## config.mk

```make
export PLATFORM = sky130hd
export DESIGN_NAME = tile_match_controller_flat
export DESIGN_NICKNAME = d
export VERILOG_FILES = /design/src/rtl/tile_match_controller_if.sv /design/src/rtl/tile_match_controller.sv /design/src/flat_wrapper.sv
export SDC_FILE = /design/constraint.sdc
export NUM_CORES = 1
export LEC_CHECK = 0
export ABC_AREA = 1
export BUFFER_PORTS_ARGS = -buffer_cell sky130_fd_sc_hd__clkbuf_2
export CAP_MARGIN = 20
export CORE_MARGIN = 3
export CORE_UTILIZATION = 42
export CTS_CLUSTER_SIZE = 16
export DETAILED_ROUTE_END_ITERATION = 8
export GPL_TIMING_DRIVEN = 1
export PLACE_DENSITY = 0.6
export SLEW_MARGIN = 20
export SYNTH_ARGS = -nofsm -noshare
export SYNTH_HDL_FRONTEND = slang
export SYNTH_SLANG_ARGS = --single-unit
```

## constraint.sdc

```tcl
create_clock -name CLOCK_50 -period 3.23 [get_ports CLOCK_50]
set_input_delay 0.323 -clock CLOCK_50 [delete_from_list [all_inputs] [get_ports CLOCK_50]]
set_output_delay 0.323 -clock CLOCK_50 [all_outputs]
set_load 0.05 [all_outputs]
```

## src/rtl/tile_match_controller_if.sv

```systemverilog
// tile_match_controller_if
//  Groups the pick handshake and the tile RAM read port of the tile match
//  controller.
//  Signals:
//   select_valid  pick strobe from the player input logic
//   select_idx    picked tile index
//   select_ready  controller can take a pick this cycle
//   rd_idx        tile RAM read address driven by the controller
//   rd_sym        tile RAM read data, one cycle behind rd_idx
//  Modports:
//   master  the side that makes picks and owns the tile RAM
//   slave   the controller itself
interface tile_match_controller_if #(
    parameter int IDX_W = 4,
    parameter int SYM_W = 3
);
    logic             select_valid;
    logic [IDX_W-1:0] select_idx;
    logic             select_ready;
    logic [IDX_W-1:0] rd_idx;
    logic [SYM_W-1:0] rd_sym;

    modport master (
        output select_valid, select_idx, rd_sym,
        input  select_ready, rd_idx
    );

    modport slave (
        input  select_valid, select_idx, rd_sym,
        output select_ready, rd_idx
    );
endinterface

```

## src/rtl/tile_match_controller.sv

```systemverilog
// tile_match_controller
//  Runs one round of the tile matching game while the mode FSM reports
//  in-game. Two picks are taken per move, each tile's symbol is fetched from
//  the tile RAM, and the pair is either locked as matched or shown for
//  SHOW_CYCLES and then hidden again. Moves and matches are counted and
//  gameOver is raised once every pair is matched.
//  Ports:
//   CLOCK_50       system clock, all logic on the rising edge
//   resetn         synchronous active-low reset
//   ingameOn       high while the mode FSM is in its in-game state
//   bus            pick handshake and tile RAM read port (slave side)
//   revealed_mask  tiles currently face-up, matched tiles included
//   matched_mask   tiles locked as matched
//   match_count    pairs matched so far
//   move_count     pairs compared so far, saturating at 255
//   gameOver       high while every pair is matched and the game is still on
module tile_match_controller #(
    parameter int NUM_TILES   = 16,
    parameter int IDX_W       = 4,
    parameter int SYM_W       = 3,
    parameter int SHOW_CYCLES = 25_000_000
) (
    input  logic                  CLOCK_50,
    input  logic                  resetn,
    input  logic                  ingameOn,
    tile_match_controller_if.slave bus,
    output logic [NUM_TILES-1:0]  revealed_mask,
    output logic [NUM_TILES-1:0]  matched_mask,
    output logic [IDX_W-1:0]      match_count,
    output logic [7:0]            move_count,
    output logic                  gameOver
);

    localparam int TMR_W = (SHOW_CYCLES > 1) ? $clog2(SHOW_CYCLES) : 1;

    typedef enum logic [3:0] {
        IDLE, WAIT_A, ADDR_A, CAP_A, WAIT_B, ADDR_B, CAP_B, CMP, SHOW, DONE
    } state_t;

    state_t               state_q;
    logic [IDX_W-1:0]     idxA_q, idxB_q, rdIdx_q;
    logic [SYM_W-1:0]     symA_q, symB_q;
    logic [NUM_TILES-1:0] revealed_q, matched_q;
    logic [IDX_W-1:0]     matchCount_q;
    logic [7:0]           moveCount_q;
    logic [TMR_W-1:0]     timer_q;

    logic                 ready;
    logic                 pickOk;
    logic                 abort;
    logic [IDX_W-1:0]     matchCount_d;
    logic [7:0]           moveCount_d;

    // One-hot mask for a tile index; an out-of-range index shifts out to zero.
    function automatic logic [NUM_TILES-1:0] tileBit(input logic [IDX_W-1:0] idx);
        tileBit = {{(NUM_TILES-1){1'b0}}, 1'b1} << idx;
    endfunction

    assign ready = (state_q == WAIT_A) || (state_q == WAIT_B);

    // A pick is taken only for an on-board, unmatched tile, and the second
    // pick of a move may not be the first tile again.
    assign pickOk = bus.select_valid && ready
                 && ({1'b0, bus.select_idx} < (IDX_W+1)'(NUM_TILES))
                 && ((matched_q & tileBit(bus.select_idx)) == '0)
                 && !((state_q == WAIT_B) && (bus.select_idx == idxA_q));

    // Dropping out of the game overrides everything except reset.
    assign abort = !ingameOn && (state_q != IDLE);

    assign matchCount_d = matchCount_q + IDX_W'(1);
    assign moveCount_d  = (moveCount_q == 8'hFF) ? 8'hFF : moveCount_q + 8'd1;

    // Game sequencer: pick A, fetch its symbol, pick B, fetch, compare, then
    // either lock the pair or hold it face-up until the show timer runs out.
    always_ff @(posedge CLOCK_50) begin
        if (!resetn) begin
            state_q      <= IDLE;
            idxA_q       <= '0;
            idxB_q       <= '0;
            rdIdx_q      <= '0;
            symA_q       <= '0;
            symB_q       <= '0;
            revealed_q   <= '0;
            matched_q    <= '0;
            matchCount_q <= '0;
            moveCount_q  <= '0;
            timer_q      <= '0;
        end else if (abort) begin
            // Clear the board on the same edge so nothing stale survives re-entry.
            state_q      <= IDLE;
            revealed_q   <= '0;
            matched_q    <= '0;
            matchCount_q <= '0;
            moveCount_q  <= '0;
            timer_q      <= '0;
        end else begin
            case (state_q)
                IDLE: begin
                    revealed_q   <= '0;
                    matched_q    <= '0;
                    matchCount_q <= '0;
                    moveCount_q  <= '0;
                    if (ingameOn) state_q <= WAIT_A;
                end
                WAIT_A: begin
                    if (pickOk) begin
                        idxA_q     <= bus.select_idx;
                        rdIdx_q    <= bus.select_idx;
                        revealed_q <= revealed_q | tileBit(bus.select_idx);
                        state_q    <= ADDR_A;
                    end
                end
                ADDR_A: state_q <= CAP_A;
                CAP_A: begin
                    symA_q  <= bus.rd_sym;
                    state_q <= WAIT_B;
                end
                WAIT_B: begin
                    if (pickOk) begin
                        idxB_q     <= bus.select_idx;
                        rdIdx_q    <= bus.select_idx;
                        revealed_q <= revealed_q | tileBit(bus.select_idx);
                        state_q    <= ADDR_B;
                    end
                end
                ADDR_B: state_q <= CAP_B;
                CAP_B: begin
                    symB_q  <= bus.rd_sym;
                    state_q <= CMP;
                end
                CMP: begin
                    moveCount_q <= moveCount_d;
                    if (symA_q == symB_q) begin
                        matched_q    <= matched_q | tileBit(idxA_q) | tileBit(idxB_q);
                        matchCount_q <= matchCount_d;
                        state_q      <= (matchCount_d == IDX_W'(NUM_TILES/2)) ? DONE : WAIT_A;
                    end else begin
                        // Counting down to zero inclusive keeps the pair up for SHOW_CYCLES.
                        timer_q <= TMR_W'(SHOW_CYCLES - 1);
                        state_q <= SHOW;
                    end
                end
                SHOW: begin
                    if (timer_q == '0) begin
                        revealed_q <= revealed_q & ~(tileBit(idxA_q) | tileBit(idxB_q));
                        state_q    <= WAIT_A;
                    end else begin
                        timer_q <= timer_q - TMR_W'(1);
                    end
                end
                DONE: ;
                default: state_q <= IDLE;
            endcase
        end
    end

    assign bus.select_ready = ready;
    assign bus.rd_idx       = rdIdx_q;
    assign revealed_mask    = revealed_q;
    assign matched_mask     = matched_q;
    assign match_count      = matchCount_q;
    assign move_count       = moveCount_q;
    assign gameOver         = (state_q == DONE);

endmodule

```

## src/flat_wrapper.sv

```systemverilog
// flat-port wrapper written by rule: the top's interface ports become plain ports
module tile_match_controller_flat 
#(
    parameter int NUM_TILES   = 16,
    parameter int IDX_W       = 4,
    parameter int SYM_W       = 3,
    parameter int SHOW_CYCLES = 25_000_000
)
  (CLOCK_50, resetn, ingameOn, revealed_mask, matched_mask, match_count, move_count, gameOver, bus_select_valid, bus_select_idx, bus_rd_sym, bus_select_ready, bus_rd_idx);
  tile_match_controller_if #(.IDX_W(IDX_W), .SYM_W(SYM_W)) bus_i ();
  input  logic CLOCK_50;
  input  logic resetn;
  input  logic ingameOn;
  output logic [NUM_TILES-1:0] revealed_mask;
  output logic [NUM_TILES-1:0] matched_mask;
  output logic [IDX_W-1:0] match_count;
  output logic [7:0] move_count;
  output logic gameOver;
  input wire logic [$bits(bus_i.select_valid)-1:0] bus_select_valid;
  input wire logic [$bits(bus_i.select_idx)-1:0] bus_select_idx;
  input wire logic [$bits(bus_i.rd_sym)-1:0] bus_rd_sym;
  output wire logic [$bits(bus_i.select_ready)-1:0] bus_select_ready;
  output wire logic [$bits(bus_i.rd_idx)-1:0] bus_rd_idx;
  assign bus_i.select_valid = bus_select_valid;
  assign bus_i.select_idx = bus_select_idx;
  assign bus_i.rd_sym = bus_rd_sym;
  assign bus_select_ready = bus_i.select_ready;
  assign bus_rd_idx = bus_i.rd_idx;
  tile_match_controller #(.NUM_TILES(NUM_TILES), .IDX_W(IDX_W), .SYM_W(SYM_W), .SHOW_CYCLES(SHOW_CYCLES)) u_core (.CLOCK_50(CLOCK_50), .resetn(resetn), .ingameOn(ingameOn), .bus(bus_i), .revealed_mask(revealed_mask), .matched_mask(matched_mask), .match_count(match_count), .move_count(move_count), .gameOver(gameOver));
endmodule
```

== After elaboration in Yosys (flattened, before gate mapping) ==
Index checks and enable logic that the tools add are counted.

* Word-level logic and storage cells: 93
* Output and inout port bits: 50
* Flip-flop bits (word level): 91
* Input bits: 11

* Add/subtract/negate cells: 3
* Multiplexer cells: 19
* Reductions and logical operators: 26
* Bitwise logic cells: 10
* Equal/unequal tests: 21
* Shift operators: 3

{| class="wikitable"
|+ Operators by type and width
! cell !! count
|-
| $or A16 B16 Y16 || 4
|-
| $mux W25 || 2
|-
| $pmux W25 S2 || 1
|-
| $mux W16 || 3
|-
| $pmux W16 S3 || 1
|-
| $shl A1 B4 Y16 const A || 3
|-
| $pmux W4 S10 || 1
|-
| $and A16 B16 Y16 || 2
|-
| $pmux W16 S2 || 1
|-
| $mux W4 || 7
|-
| $logic_not A25 Y1 || 1
|-
| $sub A25 B1 Y25 const B || 1
|-
| $eq A4 B3 Y1 const B || 4
|-
| $logic_not A16 Y1 || 1
|-
| $not A16 Y16 || 1
|-
| $pmux W8 S2 || 1
|-
| $reduce_and A3 Y1 || 5
|-
| $eq A4 B4 Y1 const B || 3
|-
| $ne A2 B1 Y1 const B || 5
|-
| $add A8 B1 Y8 const B || 1
|-
| $eq A4 B2 Y1 const B || 2
|-
| $eq A8 B8 Y1 const B || 1
|-
| $mux W8 || 1
|-
| $pmux W4 S2 || 1
|-
| other kinds (16) || 29
|}

== Longest topological paths before layout ==
* Depth after elaboration: 7
* Mapped depth: 16
* Gate-level depth less buffers: 15

== Worst setup path before layout ==
Ideal clock, no wire load.

* Path kind: register to register
* Start: register u_core.moveCount_q[0], in the netlist u_core.move_count[0]
* End: register u_core.moveCount_q[0], in the netlist u_core.move_count[0]
* Path buffers: 0
* Stages on the path, launching flop included: 12
* Data required time: 3160 ps
* Path slack: 1373 ps
* Setup time: 70 ps
* Clock period less this slack: 1857 ps
* Arrival: 1787 ps
* Path through: dfxtp_1 > ha_1 > nand2_1 > inv_1 > nand2_1 > nor2_1 > inv_1 > nor2_1 > inv_1 > nand2_1 > nand2_1 > a21oi_1

* Longest elaborated chain between the ends: 3
* Elaborated cells between the ends (all ways): 4
* Those cells by class: add/sub (1); eq/ne (1); mux (2)

{| class="wikitable"
|+ Ends and longest elaborated chain
! what !! line !! text
|-
| start, declared || tile_match_controller.sv:45 || <nowiki>logic [7:0] moveCount_q;</nowiki>
|-
| start signal, assigned || tile_match_controller.sv:133 || <nowiki>moveCount_q <= moveCount_d;</nowiki>
|-
| $add A8 B1 Y8 / $eq A8 B8 Y1 (equally long branches) || tile_match_controller.sv:72 || <nowiki>assign moveCount_d = (moveCount_q == 8'hFF) ? 8'hFF : moveCount_q + 8'd1;</nowiki>
|-
| $mux W8 * || tile_match_controller.sv:72 ||
|-
| $pmux W8 S2 * || tile_match_controller.sv:98 || <nowiki>case (state_q)</nowiki>
|}

Every way passes the cells marked *; elsewhere a longest branch is shown, timed or not.
A chain may end at the register's enable or synchronous reset.

== Final worst setup path ==
* Start: register u_core.timer_q[0]
* End: register u_core.timer_q[7]

* Longest elaborated chain between the ends: 3
* Elaborated cells between the ends (all ways): 6
* Those cells by class: add/sub (1); eq/ne (1); mux (2); reduce/logical (2)

{| class="wikitable"
|+ Ends and longest elaborated chain
! what !! line !! text
|-
| start, declared || tile_match_controller.sv:46 || <nowiki>logic [TMR_W-1:0] timer_q;</nowiki>
|-
| start signal, assigned || tile_match_controller.sv:140 || <nowiki>timer_q <= TMR_W'(SHOW_CYCLES - 1);</nowiki>
|-
| start signal, assigned || tile_match_controller.sv:149 || <nowiki>timer_q <= timer_q - TMR_W'(1);</nowiki>
|-
| $sub A25 B1 Y25 / $logic_not A25 Y1 (equally long branches) || tile_match_controller.sv:149, tile_match_controller.sv:145 ||
|-
| $mux W25 / $ne A2 B2 Y1 (equally long branches) || - ||
|-
| $pmux W25 S2 / $reduce_and A3 Y1 (equally long branches) || - ||
|}

Parallel ways exist; a longest one is shown, timed or not. The select of a mux whose other input is x is not followed.

==> out/results.md <==
| Parameter | Value |
| --- | --- |
| Die ar. | 14000 um^2 |
| PwrDens | 1100 nW/um^2 |
| Total area of multi-input combinational cells | 2950 um^2 |
| Result of the run | finished, final reports clean |
| Final Hold Fails | 0 |
| Switching power as a share of total power | 50.1% |
| Class of the tightest hold or removal check | in2reg |
| Share of async-settable or async-resettable flops after synthesis | 0% |
| Fin. max-slew vios | 0 |
| Maximum fanout encountered on the critical timing path | 12 |
| Combinational fraction of design power | 62.3% |
| Final clock period utilization by the worst path | 72.1% |
| Vias | 5400 |
| Highest achievable clock rate | 429 MHz |
| ANT nets after route | 0 |
| Global-route wire length before repair | 24.8 mm |
| Fraction of synthesized area in multiplexers | 0% |
| Main combinational cell family by area after synthesis | simple AND/OR/NAND/NOR gates |
| Number of buffers added for setup after CTS | 0 |
| GRT Residual Overflow | 0 |
| Clock Root Buffer | clkbuf_16 |
| Clock-pin transition on the worst setup and hold timing paths | 0.06 ns |
| Cell area reported after detailed placement | 5660 um^2 |
| Worst Setup Start Kind | register |
| Min Tclk post-route | 2.33 ns |
| Detailed-router iteration count before antenna repair | 6 |
| Cts repair resizes | 0 |
| Data arrival time of the worst path | 2.59 ns |
| Slowest CP cell | dfxtp_1 |
| Final #Nets | 857 |
| Number of placement rows | 40 |
| Max-cap viol count | 0 |
| Number of synthesized register bits | 91 |
| Maximum clock skew at final layout | 0.00790 ns |
| Most frequent cells in the layout | nand2_1 (144), nor2_1 (126), dfxtp_1 (91) |
| Area overhead of the layout relative to synthesis | 11.4% |
| Number of buffers inserted during clock tree synthesis | 9 |
| Tightest slew margin relative to the limit | 48.2% |
| Critical Path Max Stage Delay | 0.32 ns |
| Core box area | 12200 um^2 |
| Avg WL per Cell | 14.9 um |
| Number of antenna cells inserted | 0 |
| Final worst hold slack | 0.237 ns |
| Total global-route track usage | 21.5% |
| Synthesized-area fraction occupied by adder cells | 0.708% |
| # setup viols final | 0 |
| Count of unique library cells instantiated by Yosys | 41 |
| Number of design rule violations left after detail routing | 0 |
| Final design instance area without fill | 5910 um^2 |
| Smallest setup slack after layout | 0.901 ns |
| Leak pwr | 2.60 nW |
| Most used flip-flop cell after synthesis | dfxtp_1 |
| DRT iter0 DRCs | 452 |
| # IOs | 61 |
| Clock power share | 14.6% |
| Switch Pwr | 3.24 mW |
| Worst Path Buf+Inv | 2 |
| Cell internal pwr | 3.23 mW |
| Top cell by count, worst path | nand2_1 |
| HPWL after detailed placement | 11.1 mm |
| Placement-stage worst setup slack | 0.729 ns |
| Worst IR drop on VDD | 0.569 mV |
| Chip width | 118 um |
| XOR/XNOR Fraction of Synth Area | 3.80% |
| Setup repair after global routing missed its margin | no |
| Number of buffers on the longest clock path | 2 |
| Most common cell after layout, fill and taps aside | nand2_1 |
| RePlAce Congestion | 0.953 |
| Simple-gate share of the synthesized area | 36.0% |
| Area of the mapped netlist | 5300 um^2 |
| Worst Path Required | 3.49 ns |
| Number of global-route vias before repair | 5005 |
| Total wire length | 15.1 mm |
| Post-Syn Instances | 805 |
| Fraction of the yosys area taken by sequential cells | 34.3% |
| Hold buffer count at cts | 0 |
| Sinks on Clock Net | 91 |
| Worst path top cell family by delay | simple AND/OR/NAND/NOR gates |
| End-of-flow core utilization | 48.6% |
| Type of the worst setup path | reg2reg |
| EDFF count, synth | 0 |
| Seq. cell area | 1820 um^2 |
| I/O Buffers | 60 |
| Share of the synthesized area in compound gates (AO/OA/AOI/OAI) | 15.1% |
| Initial antenna violation count | 0 |
| Insertion delay to the later sink of the worst-skew pair | 0.35 ns |
| Post-synthesis area per instance | 6.59 um^2 |
| Net Count, Synth | 819 |
| Pin count of the biggest net entering global routing | 32 |
| Cell chain of the critical path | inv_1, ha_1, nand2_1, nor2_2, nand4_1, nand2_2, nand2_1, nand2_1, buf_4, nor3_1, nor3b_1 |
| Slew at the pin closest to its max-slew limit | 0.777 ns |
| Starting density of the core | 43.6% |
| CP endpoint kind | register |
| TritonCTS clock tree | done |
| Fill cell count | 1277 |
| Number of H-tree branching levels | 3 |
| Share of post-route cells with drive strength above 1 | 14.1% |
| Warnings from Yosys | 0 |
| Register share of total power | 23.1% |
| Number of vias per cell | 5.33 |
| Chip Height | 118 um |
| Summed negative setup slack over all endpoints | 0 ns |
==> logic make-up after synthesis <==
family                   Yosys count
XOR/XNOR                          23
adder cells (fa/ha/maj)            3
buffers and inverters            126
flip-flops                        91
AO/OA/AOI/OAI                    147
AND/OR/NAND/NOR                  415
==> metrics by stage <==
| step | total power [mW] | instances |
|---|---|---|
| 2_1_floorplan | 4.81 | 805 |
| 3_3_place_gp | 5.51 | 1000 |
| 3_5_place_dp | 5.51 | 1000 |
| 4_1_cts | 6.48 | 1014 |
| 5_1_grt | 7.06 | 1014 |
| 6_report | 6.47 | 1014 |
==> power groups by stage <==
| stage | registers, mW | clock network (mW) | logic (mW) |
|---|---|---|---|
| after global routing | 1.52 | 1.00 | 4.53 |
| after detailed placement | 1.52 | 0 | 3.99 |
| after floorplan | 1.71 | 0 | 3.10 |
| final | 1.50 | 0.943 | 4.03 |
| after CTS | 1.50 | 0.964 | 4.02 |
| after global placement | 1.52 | 0 | 3.99 |
==> final timing paths <==
check | start | to | slack (ns) | cells past startpoint
hold reg to reg | u_core.timer_q[24] | u_core.timer_q[24] | 0.47 | 2
setup reg to reg | u_core.timer_q[0] | u_core.timer_q[7] | 0.90 | 11
hold / removal | bus_rd_sym[0] | u_core.symA_q[0] | 0.24 | 3
setup / recovery | u_core.timer_q[0] | u_core.timer_q[7] | 0.90 | 11
==> cell type report <==
class / instances / share of cell area, %
Clock buffer: 11 / 3.94
Clock inverter: 3 / 0.297
Inverter: 87 / 5.53
Multi-Input combinational cell: 588 / 50.0
Sequential cell: 91 / 30.8
Tap cell: 168 / 3.56
Timing Repair Buffer: 66 / 5.85
==> Yosys cell counts, types with 12 or more instances <==
| cell | n | share of area, % |
|---|---|---|
| nand2_1 | 144 | 10 |
| nor2_1 | 126 | 8.9 |
| dfxtp_1 | 91 | 34 |
| inv_1 | 80 | 5.7 |
| a21oi_1 | 74 | 7.0 |
| o21ai_0 | 52 | 4.9 |
| nand3_1 | 46 | 4.3 |
| nand4_1 | 45 | 5.3 |
| nor3_1 | 20 | 1.9 |
| clkbuf_1 | 17 | 1.2 |
| nand2_2 | 13 | 1.5 |
| xor2_1 | 12 | 2.0 |
==> routing by layer <==
layer	track usage (%)	part of all wire [%]	vias to the layer above
met3	4.40	7.3	17
met1	30.2	47	2466
li1	-	-	2722
met4	8.69	1.8	0
met2	32.4	43	195
met5	0	0	-
==> worst min-delay path: cells and delay by family <==
kind / cells / cell delay (ns)
simple gates: 1 / 0.07
compound gates: 1 / 0.06
buf+inv: 1 / 0.09
==> state kept, by name, summed over array words and instances, names as in the netlist <==
name and cells:
u_core.idxB_q 4, u_core.match_count 4, u_core.symA_q 3, u_core.timer_q 25, u_core.bus.rd_idx 4, u_core.move_count 8, u_core.idxA_q 4, u_core.matched_mask 16
u_core.symB_q 3, u_core.state_q 4, u_core.revealed_mask 16
Note: power is estimated with default switching activity, not from simulation.
